[config.mk]
export PLATFORM = sky130hd
export DESIGN_NAME = debounce_fsm
export DESIGN_NICKNAME = d
export VERILOG_FILES = /design/src/rtl/debounce_pkg.sv /design/src/rtl/level_sync.sv /design/src/rtl/debounce_fsm.sv
export SDC_FILE = /design/constraint.sdc
export NUM_CORES = 1
export LEC_CHECK = 0
export ABC_AREA = 1
export CORE_MARGIN = 2
export CORE_UTILIZATION = 57
export CTS_BUF_LIST = sky130_fd_sc_hd__clkbuf_8
export CTS_CLUSTER_SIZE = 40
export DETAILED_ROUTE_END_ITERATION = 12
export GPL_ROUTABILITY_DRIVEN = 0
export GPL_TIMING_DRIVEN = 0
export PLACE_DENSITY_LB_ADDON = 0.12
export SLEW_MARGIN = 20
export SYNTH_ARGS = -nofsm -noshare
export SYNTH_HDL_FRONTEND = slang
export SYNTH_HIERARCHICAL = 1
export SYNTH_SLANG_ARGS = --single-unit
[constraint.sdc]
create_clock -name clk -period 1.59 [get_ports clk]
set_input_delay 0.318 -clock clk [delete_from_list [all_inputs] [get_ports clk]]
set_output_delay 0.318 -clock clk [all_outputs]
set_load 0.03 [all_outputs]
[src/rtl/debounce_pkg.sv]
// Shared types and defaults for the switch debouncer.
package debounce_pkg;

    typedef enum logic [1:0] {ZERO, WAIT1, ONE, WAIT0} db_state_t;

    localparam int SYNC_STAGES_DEFAULT = 2;

endpackage

[src/rtl/level_sync.sv]
// Flop-chain synchronizer bringing an asynchronous level into the clk domain.
module level_sync #(
    parameter int STAGES = 2
) (
    input  logic clk,
    input  logic reset,
    input  logic d,
    output logic q
);

    logic [STAGES-1:0] chain;

    always_ff @(posedge clk) begin
        if (reset) chain <= '0;
        else       chain <= {chain[STAGES-2:0], d};
    end

    assign q = chain[STAGES-1];

endmodule

[src/rtl/debounce_fsm.sv]
// Debounces a raw switch: synchronizer followed by a hold-counter Moore FSM.
// A new level is accepted only after the synchronized input holds it for 2**N cycles.
module debounce_fsm
    import debounce_pkg::*;
#(
    parameter int N           = 20,
    parameter int SYNC_STAGES = SYNC_STAGES_DEFAULT
) (
    input  logic clk,
    input  logic reset,
    input  logic sw,
    output logic db
);

    logic          sw_s;
    db_state_t     state, state_next;
    logic [N-1:0]  cnt, cnt_next;
    logic          db_next;

    level_sync #(.STAGES(SYNC_STAGES)) u_sync (
        .clk   (clk),
        .reset (reset),
        .d     (sw),
        .q     (sw_s)
    );

    always_comb begin
        state_next = state;
        cnt_next   = cnt;
        case (state)
            ZERO: begin
                if (sw_s) begin
                    state_next = WAIT1;
                    cnt_next   = '1;
                end
            end
            WAIT1: begin
                if (!sw_s)           state_next = ZERO;
                else if (cnt != '0)  cnt_next   = cnt - N'(1);
                else                 state_next = ONE;
            end
            ONE: begin
                if (!sw_s) begin
                    state_next = WAIT0;
                    cnt_next   = '1;
                end
            end
            WAIT0: begin
                if (sw_s)            state_next = ONE;
                else if (cnt != '0)  cnt_next   = cnt - N'(1);
                else                 state_next = ZERO;
            end
            default: state_next = ZERO;
        endcase
        // db is registered from the next state so it never glitches
        db_next = (state_next == ONE) || (state_next == WAIT0);
    end

    always_ff @(posedge clk) begin
        if (reset) begin
            state <= ZERO;
            cnt   <= '0;
            db    <= 1'b0;
        end else begin
            state <= state_next;
            cnt   <= cnt_next;
            db    <= db_next;
        end
    end

endmodule
After elaboration in Yosys (flattened, before gate mapping)
Index checks and enable logic that the tools add are counted.
{"block": "op_classes", "addsub": 1, "multipliers": 0, "div_mod_pow": 0, "magnitude_cmp": 0, "n_eq_ne": 9, "n_shift": 0, "mux": 13, "bitwise_logic": 0, "reduce_logical": 4}
{"cell": "two-way mux 20 bit", "count": 5}
{"cell": "case mux 20 bit (4 select lines)", "count": 1}
{"cell": "nonzero test 20 bit", "count": 1}
{"cell": "subtractor 20 x 1 -> 20 bit, second input constant", "count": 1}
{"cell": "two-way mux 2 bit", "count": 6}
{"cell": "== test 2 bit, second input constant", "count": 4}
{"cell": "case mux 2 bit (4 select lines)", "count": 1}
{"cell": "inequality test 2 x 1 -> 1 bit, second input constant", "count": 2}
{"cell": "inequality test 2 bit, second input constant", "count": 2}
{"cell": "AND reduction 4 bit", "count": 1}
{"cell": "== test 2 x 1 -> 1 bit, second input constant", "count": 1}
{"cell": "zero test 2 bit", "count": 1}
{"cell": "logical OR 1 bit", "count": 1}
{"block": "totals", "ff_bits": 25, "latchBits": 0, "ramBits": 0, "rom_bits": 0, "out_inout_bits": 1, "elab_cells": 31, "memories": 0}

Logic depth before layout (Yosys ltp)
Gate-level depths: netlist of run 1.
{"block": "logic_depth", "depth_word": 6, "ltp_mapped": 10, "mapped_depth_nobuf": 9}

Cells and area by module
Netlist of run 1, hierarchy kept.
{"module": "debounce_fsm", "n_inst": 1, "cells_each": 229, "area_per_inst_um2": 1430.1}
{"module": "level_sync", "n_inst": 1, "cells_each": 6, "area_per_inst_um2": 55.1}

Worst setup path after synthesis of run 1
No wires, ideal clock.
{"block": "synth_path", "path_kind": "register -> register", "startpoint": "register cnt[0]", "endpoint": "register cnt[9]", "t_arrival_ps": 1518, "required_time_ps": 1459, "path_slack_ps": -59, "stages_incl_launch_ff": 11, "path_buffers": 1, "synth_period_minus_slack_ps": 1649, "cell_sequence": "dfxtp_1 inv_1 ha_1 nand2_2 nor2_4 nand4_4 nand2_4 inv_2 buf_6 nand2_1 a21oi_2"}
{"block": "synth_between", "elab_chain_cells": 4, "elab_cells_between_ends": 6, "classes_between": "add/sub: 1; mux: 4; reduce/logical: 1"}
{"item": "start, declared", "line_no": "debounce_fsm.sv:17", "source": "logic [N-1:0] cnt, cnt_next;"}
{"item": "start signal, assigned", "line_no": "debounce_fsm.sv:66", "source": "cnt <= cnt_next;"}
{"item": "subtractor 20 x 1 -> 20 bit or nonzero test 20 bit (tied branches)", "line_no": "debounce_fsm.sv:39, debounce_fsm.sv:50"}
{"item": "two-way mux 20 bit *", "line_no": "debounce_fsm.sv:39, debounce_fsm.sv:50"}
{"item": "two-way mux 20 bit (on tied branches)", "line_no": "debounce_fsm.sv:49, debounce_fsm.sv:38"}
{"item": "case mux 20 bit (4 select lines) *", "line_no": "debounce_fsm.sv:30", "source": "case (state)"}
Mark *: on every way between the ends. The rest lies on a longest branch, timed or not. The select of a mux whose other input is x is not followed.
A chain may end at the register's enable or synchronous reset.

Final worst setup path of run 1
{"block": "layout_path", "startpoint": "register cnt[0]", "endpoint": "register cnt[12]"}
The elaborated chain is that of the path after synthesis.

==> results of run 1 <==
## final timing paths
check | startpoint | to | slack (ns)
worst min-delay path | u_sync/chain[0] | u_sync/chain[1] | 0.41
worst max register to register | cnt[0] | cnt[12] | 0.09
worst max-delay path | cnt[0] | cnt[12] | 0.09
worst min register to register | u_sync/chain[0] | u_sync/chain[1] | 0.41
## power breakdown
group | internal [mW] | total, mW | switching (mW)
logic | 0.210 | 0.525 | 0.315
registers | 0.637 | 0.686 | 0.0486
clock network | 0.337 | 0.547 | 0.210
total | 1.18 | 1.76 | 0.574
## cell type report
class	count	area share
plain buffers	7	0.0280
clock buffers	3	0.0237
clock inverters	1	0.0172
inverters	19	0.0438
multi-input cells	185	0.537
flip-flops and latches	24	0.278
well taps	30	0.0215
repair buffers	11	0.0509
## worst reg2reg max path: stages (launching register included)
cell and delay [ns]:
dfxtp_4 0.37, inv_4 0.06, ha_4 0.16, nand2_4 0.07
nor2_4 0.16, nand4_4 0.12, nand2_4 0.11, inv_4 0.07
buf_6 0.15, nand2_1 0.06, a21oi_1 0.06
## kinds of logic after synthesis
kind of cell               after synthesis  synth area share
buffers and inverters                   26            0.0809
and+or+nand+nor                        160             0.496
xor gates and xnor gates                 1           0.00590
DFF                                     24             0.324
AOI/OAI and AO/OA                       23            0.0851
adders and majority gates                1           0.00842
## flip-flops by register name, summed over array words and instances, names as in the netlist
name	flops
db	1
cnt	20
state	1
u_sync/chain	2
## cells in the mapped netlist, types with 2 or more instances
library cell / number / area, um2
a21oi_1: 18 / 90.1
a21oi_2: 3 / 26.3
buf_6: 3 / 33.8
clkbuf_1: 4 / 15.0
dfxtp_1: 24 / 480
inv_1: 18 / 67.6
nand2_1: 78 / 293
nand2_2: 2 / 12.5
nand3_1: 27 / 135
nand3b_1: 8 / 60.1
nand4_1: 3 / 18.8
nor2_1: 30 / 113
nor2_4: 2 / 22.5
o21ai_0: 2 / 10.0
or2_2: 6 / 37.5
## per-layer routing
metal  part of all wire  vias up
met5                  0        -
met4              0.026        0
met3              0.043       13
met2               0.47       29
met1               0.46      691
li1                   -      784
## stage by stage
| stage | instance area [um2] | hold WS (ns) | power (mW) | worst slack, ns |
|---|---|---|---|---|
| floorplan | 1500 | 0.388 | 1.07 | 0.0175 |
| global placement | 1570 | 0.394 | 1.15 | -0.240 |
| detailed placement | 1570 | 0.397 | 1.16 | -0.227 |
| CTS | 1670 | 0.411 | 1.72 | 0.00957 |
| global route | 1740 | 0.435 | 1.85 | -0.00211 |
| finish | 1740 | 0.407 | 1.76 | 0.0868 |
## what timing repair did
item,in CTS,in global routing
setup buffers,4,4
pin swaps,2,2
endpoints found under the setup margin,22,17
resized for setup,3,15
==> flow_summary.ini, run 1 <==
[synth]
ys_ff_latch = 24
ys_types = 22
async_flop_share = 0
synthFlopType = dfxtp_1
yosys_warnings = 6
ys_seq_area_frac = 0.324
syn_avg_cell_area_um2 = 6.32
syn-num-nets = 239
syn_inst = 235
synth_edf_count = 0
netlist_area_um2 = 1490

[finish]
n_fill_cell = 230
multi_input_area_um2 = 937
seqCellArea_um2 = 484
layout_common_cells = 77 x nand2_1, 27 x nand3_1, 24 x nor2_1
diodes = 0
drive_above_1_share = 0.176
layout.nets = 255
fin_cells = 280
syn_to_final_growth_pct = 17.4
final_core_util = 0.704
layout_commonest_cell = nand2_1

[timing]
fmax_mhz = 665
fin_crit_sh = 0.945
fin_skew_ns = 0.00314
setup_viol_count_final = 0
drv_slew = 0
worst_pin_slew_ns = 0.499
maxSlewHeadroom = 0.667
setup_tns_ns = 0
finalCriticalPeriod_ns = 1.50
hold_viol = 0

[setup_path]
cp_num_buf_inv = 3
worstSetupPathType = flop to flop
critPathMaxStageDelay_ns = 0.37
cp_top_family = simple AND/OR/NAND/NOR gates
cp.required_ns = 1.73
crit_path_max_fanout = 10
cp-start-kind = flop
rr_worst_depth = 10
end_kind = flop
arrival_ns = 1.65
critPathSlowestCell = dfxtp_4
cp_num_cells = 10
path_cells = inv_4, ha_4, nand2_4, nor2_4, nand4_4, nand2_4, inv_4, buf_6, nand2_1, a21oi_1

[clocking]
clock_sinks = 24
holdBufCountCts = 0
h-tree-depth = 1
cts_buffers = 3
cts_tree = done
cts_root_buf = clkbuf_8
clk_pin_slew_worst_paths_ns = 0.09
clockBufferDepth = 2
clock_latency_ns = 0.27

[detailed_routing]
detail-route-antenna-nets = 0
via_per_inst = 5.42
drtIter0Drc = 44
dr.pass1.iters = 5
wl_per_cell_um = 12.6
wirelength_mm = 3.52
drt_drc_violations_left = 0
vias = 1517

[floorplanning]
die_x_um = 55.0
core_area_um2 = 2480
die_h_um = 55.0
initial_core_util = 0.599
row_count = 18
io_pins = 4
dieArea_um2 = 3030

[global_routing]
grt_pass1_vias = 1261
grt_max_degree = 15
grt_pass1_wl_mm = 5.61
gr-max-usage-layer = met2
met1_usage = 0.341
use_met3 = 0.0591
gr-total-overflow = 0
grtUsageMet2 = 0.435
grt_use_total = 0.257
antenna_found_initial = 0

[min_path]
hold_path_class = flop to flop
hold_depth = 2

[placement]
place_inst = 268
io_buffers = 3
dp_hpwl_mm = 2.42

[power]
p_leak_nw = 0.728
powerDensity_nw_per_um2 = 1010
vdd_ir_drop_max_mv = 0.880

[run_status]
status = finished, final reports clean

[run]
max-cap-violations = 0
Power figures use the tool's default switching activity.
==> run 2: changes to the inputs <==
--- a/config.mk
+++ b/config.mk
@@ -13,7 +13,7 @@
 export DETAILED_ROUTE_END_ITERATION = 12
 export GPL_ROUTABILITY_DRIVEN = 0
 export GPL_TIMING_DRIVEN = 0
-export PLACE_DENSITY_LB_ADDON = 0.12
+export PLACE_DENSITY_LB_ADDON = 0.25
 export SLEW_MARGIN = 20
 export SYNTH_ARGS = -nofsm -noshare
 export SYNTH_HDL_FRONTEND = slang
==> run 2 against run 1 <==
Compared with the run above:
- non-clock buffer count is 1 lower
- final cell count is 0.36% lower
- sequential power hardly changed
- count of clock-buffer cells in the layout stayed put
- clock skew is 0.00096 ns higher
- cell area is 0.72% lower
- die area stayed put
- critical path type unchanged
- highest routed layer unchanged
==> flow_summary.ini, run 2 (synthesis gave the netlist of run 1 again) <==
[clocking]
cts_tree = done
clock_sinks = 24
cts_root_buf = clkbuf_8
clk_pin_slew_worst_paths_ns = 0.09
h-tree-depth = 1
cts_buffers = 3
holdBufCountCts = 0
clockBufferDepth = 2
clock_latency_ns = 0.27

[timing]
setup_tns_ns = 0
fin_crit_sh = 0.952
fin_skew_ns = 0.00410
worst_pin_slew_ns = 0.528
setup_viol_count_final = 0
maxSlewHeadroom = 0.648
hold_viol = 0
finalCriticalPeriod_ns = 1.51
hold_ws_ns = 0.407
fmax_mhz = 661
drv_slew = 0

[detailed_routing]
vias = 1492
dr.pass1.iters = 4
wl_met3_um = 166
drtIter0Drc = 38
via_per_inst = 5.35
drt_drc_violations_left = 0
detail-route-antenna-nets = 0
met2RoutedLength_mm = 1.62
wl_per_cell_um = 12.3
highest_layer = met4
wirelength_mm = 3.43
wl_met1_mm = 1.59

[global_routing]
grt_use_total = 0.250
antenna_found_initial = 0
grt_pass1_vias = 1301
grt_max_degree = 15
grt_pass1_wl_mm = 5.51
gr-total-overflow = 0

[finish]
layout_commonest_cell = nand2_1
finish.instance_area_um2 = 1730
largest_reg_flops = 20
reg_top3 = cnt x20, u_sync/chain x2
syn_to_final_growth_pct = 16.6
fin_cells = 279
layout.nets = 254
diodes = 0
final_core_util = 0.699
drive_above_1_share = 0.173
layout_common_cells = 77 x nand2_1, 27 x nand3_1, 25 x nor2_1
n_fill_cell = 218
largest-register = cnt

[power]
clockPowerShare = 0.311
intPower_mw = 1.18
pwr-share-comb = 0.296
switching_power_mw = 0.558
vdd_ir_drop_max_mv = 0.693
swShare = 0.320
p_leak_nw = 0.722
seqPwrFrac = 0.393
powerDensity_nw_per_um2 = 1010

[placement]
dpl_cell_area_um2 = 1570
dp_hpwl_mm = 2.40
io_buffers = 3
place_inst = 268

[floorplanning]
initial_core_util = 0.599
io_pins = 4
row_count = 18
die_h_um = 55.0
dieArea_um2 = 3030
die_x_um = 55.0
core_area_um2 = 2480

[setup_path]
worstSetupPathType = flop to flop
cp-start-kind = flop
reg2reg_slack_ns = 0.08
crit_start = cnt[0]
crit_end = cnt[11]
cp.required_ns = 1.73
rr_worst_depth = 10
r2r-start = cnt[0]
r2r-end = cnt[11]
crit_path_max_fanout = 10
arrival_ns = 1.65
end_kind = flop

[run]
max-cap-violations = 0

[min_path]
hp-start = u_sync/chain[0]
hold_path_class = flop to flop

[run_status]
status = finished, final reports clean
==> run 2: final cells by class <==
class | count | area, um2 | area share
clock inverters | 1 | 30.0 | 0.0173
multi-input cells | 185 | 930 | 0.537
clock buffers | 3 | 41.3 | 0.0238
repair buffers | 10 | 81.3 | 0.0470
inverters | 19 | 76.3 | 0.0441
plain buffers | 7 | 52.6 | 0.0303
well taps | 30 | 37.5 | 0.0217
flip-flops and latches | 24 | 483 | 0.279
==> run 2: worst max-delay path, stage by stage (launching register included) <==
cell     delay [ns]
dfxtp_2        0.33
inv_2          0.09
ha_4           0.18
nand2_4        0.07
nor2_4         0.16
nand4_4        0.12
nand2_4        0.12
inv_6          0.06
buf_8          0.14
nand2_1        0.06
a21oi_1        0.06
==> run 2: power groups by stage <==
stage	clock network, mW	registers, mW	logic [mW]
floorplan	0	0.682	0.384
global placement	0	0.692	0.454
detailed placement	0	0.693	0.463
CTS	0.544	0.680	0.476
global route	0.564	0.691	0.588
finish	0.542	0.686	0.516
==> run 2: worst min-delay path by stage <==
stage	end	slack (ns)	depth (start not counted)
floorplan	u_sync/chain[1]	0.39	2
global placement	u_sync/chain[1]	0.40	2
detailed placement	u_sync/chain[1]	0.40	2
CTS	u_sync/chain[1]	0.41	2
global route	u_sync/chain[1]	0.43	2
finish	u_sync/chain[1]	0.41	2
==> run 2: per-stage QoR <==
step                      power, mW  setup WS [ns]
after detailed placement       1.16         -0.235
final                          1.74         0.0760
after global routing           1.84        -0.0206
after CTS                      1.70      0.0000947
after global placement         1.15         -0.223
after floorplan                1.07         0.0175
==> run 2: per-layer routing <==
layer / up-vias / track usage
li1: 778 / -
met1: 673 / 0.318
met2: 35 / 0.427
met3: 6 / 0.0430
met4: 0 / 0.0813
met5: - / 0
==> run 2: repair_timing <==
item,4_1_cts,5_1_grt
resized for setup,2,15
buffers inserted,3,4
pin swaps,2,2
setup endpoints to repair,22,22
